[src/rtl/half_adder_pkg.sv]
// Shared definitions for the registered half adder: default lane count and
// the single-lane reference function {carry, sum}.
package half_adder_pkg;

  localparam int HA_DEFAULT_WIDTH = 1;

  function automatic logic [1:0] ha_ref(input logic a, input logic b);
    return {a & b, a ^ b};
  endfunction

endpackage

[src/rtl/half_adder_cell.sv]
// Combinational 1-bit half adder lane; the top registers its outputs.
module half_adder_cell
  import half_adder_pkg::*;
(
  input  logic a,
  input  logic b,
  output logic sum,
  output logic carry
);

  assign {carry, sum} = ha_ref(a, b);

endmodule

[src/rtl/half_adder.sv]
// Registered half adder over WIDTH independent lanes; results one clock after
// a qualified input, all outputs straight from flops.
module half_adder
  import half_adder_pkg::*;
#(
  parameter int WIDTH = HA_DEFAULT_WIDTH
) (
  input  logic             clk,
  input  logic             rst,
  input  logic             in_valid,
  input  logic [WIDTH-1:0] a,
  input  logic [WIDTH-1:0] b,
  output logic             out_valid,
  output logic [WIDTH-1:0] sum,
  output logic [WIDTH-1:0] carry
);

  logic [WIDTH-1:0] sum_p0;
  logic [WIDTH-1:0] carry_p0;

  for (genvar i = 0; i < WIDTH; i++) begin : g_lane
    half_adder_cell u_cell (
      .a     (a[i]),
      .b     (b[i]),
      .sum   (sum_p0[i]),
      .carry (carry_p0[i])
    );
  end

  // p0 -> p1: output register stage; idle cycles hold the last result
  always_ff @(posedge clk) begin
    if (rst) begin
      out_valid <= 1'b0;
      sum       <= '0;
      carry     <= '0;
    end else begin
      out_valid <= in_valid;
      if (in_valid) begin
        sum   <= sum_p0;
        carry <= carry_p0;
      end
    end
  end

  a_excl: assert property (@(posedge clk)
    (!rst && in_valid) |-> ((sum_p0 & carry_p0) == '0));

  a_vld: assert property (@(posedge clk)
    !rst |=> (out_valid == $past(in_valid)));

  a_rst: assert property (@(posedge clk)
    rst |=> (!out_valid && sum == '0 && carry == '0));

endmodule

[config.mk]
export PLATFORM = sky130hd
export DESIGN_NAME = half_adder
export DESIGN_NICKNAME = d
export VERILOG_FILES = /design/src/rtl/half_adder_pkg.sv /design/src/rtl/half_adder_cell.sv /design/src/rtl/half_adder.sv
export SDC_FILE = /design/constraint.sdc
export NUM_CORES = 1
export LEC_CHECK = 0
export BUFFER_PORTS_ARGS = -buffer_cell sky130_fd_sc_hd__clkbuf_2
export CAP_MARGIN = 25
export CORE_AREA = 2 2 39 41
export CTS_BUF_LIST = sky130_fd_sc_hd__clkbuf_4 sky130_fd_sc_hd__clkbuf_8
export DETAILED_ROUTE_END_ITERATION = 16
export DIE_AREA = 0 0 41 43
export HOLD_SLACK_MARGIN = 0.08
export PLACE_DENSITY_LB_ADDON = 0.3
export SLEW_MARGIN = 10
export SYNTH_ARGS = -nofsm -noshare
export SYNTH_HDL_FRONTEND = slang
export SYNTH_SLANG_ARGS = --single-unit
[constraint.sdc]
create_clock -name clk -period 1.49 [get_ports clk]
set_input_delay 0.0745 -clock clk [delete_from_list [all_inputs] [get_ports clk]]
set_output_delay 0.0745 -clock clk [all_outputs]
set_load 0.05 [all_outputs]
==> flow_metrics.tcl <==
set metrics [dict create \
    leakage_nw 0.103 \
    max-cap-violations 0 \
    critPathKind "register to primary output" \
    via_count_of_the_first_global_routing_pass 129 \
    setup_repair_after_global_routing_missed_its_margin "no" \
    synth.ff_latch_count 3 \
    global_route_wire_length_before_repair_um 469 \
    drc 0 \
    global_route.overflow_total 0 \
    final_critical_path_setup_slack_ns 0.565 \
    clock_tree.htree_level_count 1 \
    finalCritPeriodShare 0.621 \
    track_usage 0.0531 \
    ys.warnings.count 0 \
    layout.filler_cells 156 \
    tritoncts.num_buffers 3 \
    io_buffers 7 \
    crit_path_max_incr_delay_ns 0.34 \
    first_iter_violations 0 \
    worst_pin_slew_ns 0.278 \
    grt_start_max_net_pins 4 \
    areaGrowthSynthToFinish_pct 89.4 \
    post_drt_wl_per_cell_um 8.95 \
    detailedRoute.firstPassIterationCount 1 \
    cell_pwr_density_mw_per_mm2 1430 \
    vias_per_cell 3.00 \
    row_count 14 \
    mean_instance_size_in_the_synthesized_netlist_um2 11.8 \
    setup_tns_ns 0 \
    max-vdd-ir-drop_mv 0.132 \
    cp.required_ns 1.42 \
    design.die.area_mm2 0.00176 \
    tritoncts "built" \
    insertedDiodeCount 0 \
    start_kind "register" \
    syn-instance-count 9 \
    die-height_um 43 \
    via_count 111 \
    worst_path_max_delay_cell "dfxtp_1" \
    floorplan_core_area_mm2 0.00138 \
    postRouteAntennaNets 0 \
    report.final.hold_viol_count 0 \
    synth_fp_nets 15 \
    synth_cell_type_count 5 \
    clock_sink_count 3 \
    floorplan.io_pins 8 \
    initial_core_util 0.0769 \
    critical_path.n_buffers_inverters 1 \
    result_of_the_run "finished clean" \
    setup_viol_count_final 0 \
    antenna_found_initial 0 \
    clock_insertion_delay_worst_skew_ns 0.23 \
    cts-root-buf "clkbuf_4" \
    crit_path_end_kind "primary output" \
    timing.clock.skew_ns 0 \
    ff_latch_area_um2 60.1 \
    dieWidth_um 41 \
    crit_path_max_fanout 2 \
    timing.critical_path.max_delay_family "flip-flops" \
    clock.fmax_ghz 1.08 \
    slew_headroom 0.816 \
    maxSlewViolCount 0 \
    place_hpwl_um 289 \
    final.min_clock_period_ns 0.925 \
    crit_path_cell_trace "clkbuf_2" \
    final_layout_size_suffix_gt1_frac 0.524 \
    wl_um 331 \
    gpl.final_weighted_congestion 0.478 \
    whs_ns 0.133 \
    timing.critical_path.arrival_ns 0.85 \
    syn_area_um2 106 \
    post_synthesis_sequential_area_ratio 0.565 \
    dpl_worst_slack_ns 0.740 \
    path_clk_slew_ns 0.04 \
    multiInputGateArea_um2 46.3 \
    num-nets-final 28 \
    maximum_root_to_sink_buffer_count 2 \
    min_path_type "primary input to register" \
]
==> path summary, 6_finish.rpt <==
kind / start / cells past startpoint / slack, ns / endpoint
max: carry$_SDFFE_PP0P_ / 1 / 0.57 / carry
min: in_valid / 2 / 0.13 / out_valid$_SDFF_PP0_
max reg2reg: carry$_SDFFE_PP0P_ / 2 / 0.88 / carry$_SDFFE_PP0P_
min reg2reg: sum$_SDFFE_PP0P_ / 2 / 0.50 / sum$_SDFFE_PP0P_
==> per-stage QoR <==
| stage | std cells | util | cell area, µm² | power [W] |
|---|---|---|---|---|
| 2_1_floorplan | 9 | - | 106 | 0.000112 |
| 3_3_place_gp | 32 | 0.117 | 161 | 0.000123 |
| 3_5_place_dp | 32 | 0.117 | 161 | 0.000126 |
| 4_1_cts | 37 | 0.146 | 201 | 0.000296 |
| 5_1_grt | 37 | 0.146 | 201 | 0.000304 |
| 6_report | 37 | 0.146 | 201 | 0.000287 |
==> area by class of cell <==
type,instances,share of cell area
well taps,16,0.0994
flip-flops and latches,3,0.298
clock buffers,4,0.149
multi-input cells,6,0.230
repair buffers,8,0.224
==> timing repair <==
action,4_1_cts,5_1_grt
resized for setup,0,0
endpoints found under the hold margin,3,0
hold buffers,1,0
buffers inserted,0,0
==> per-layer routing <==
layer	track usage	part of all wire	wire length (µm)	vias up
li1	-	-	-	53
met1	0.0224	0.31	104	50
met2	0.0688	0.48	158	8
met3	0.0785	0.21	68	0
met4	0.0600	0	0	0
met5	0	0	0	-
==> power breakdown <==
part | switching [W] | internal (W)
clock network | 0.0000424 | 0.000119
logic | 0.0000250 | 0.0000136
registers | 0.00000210 | 0.0000854
==> Yosys cell counts <==
| cell | instances | area share |
|---|---|---|
| dfxtp_1 | 3 | 0.56 |
| ha_1 | 1 | 0.12 |
| mux2i_1 | 2 | 0.19 |
| nor2b_1 | 1 | 0.059 |
| nor2_1 | 2 | 0.071 |
==> sequential cells by signal (all words and copies together) (netlist names) <==
name	count
sum	1
out_valid	1
carry	1
==> placed cells by master, fill, tap and decap left out <==
master         count
nor2b_1            1
ha_1               1
dfxtp_1            3
dlygate4sd3_1      1
nor2_1             2
clkbuf_2           7
mux2i_1            2
clkbuf_4           4
==> cell families (layout without fill, tap and decap cells) <==
kind of cell,count (synthesis),after routing,synth area share
buffers and inverters,0,12,0
AND/OR/NAND/NOR,3,3,0.129
adder cells (fa/ha/maj),1,1,0.118
flip-flops,3,3,0.565
multiplexers,2,2,0.188
Power figures use the tool's default switching activity.
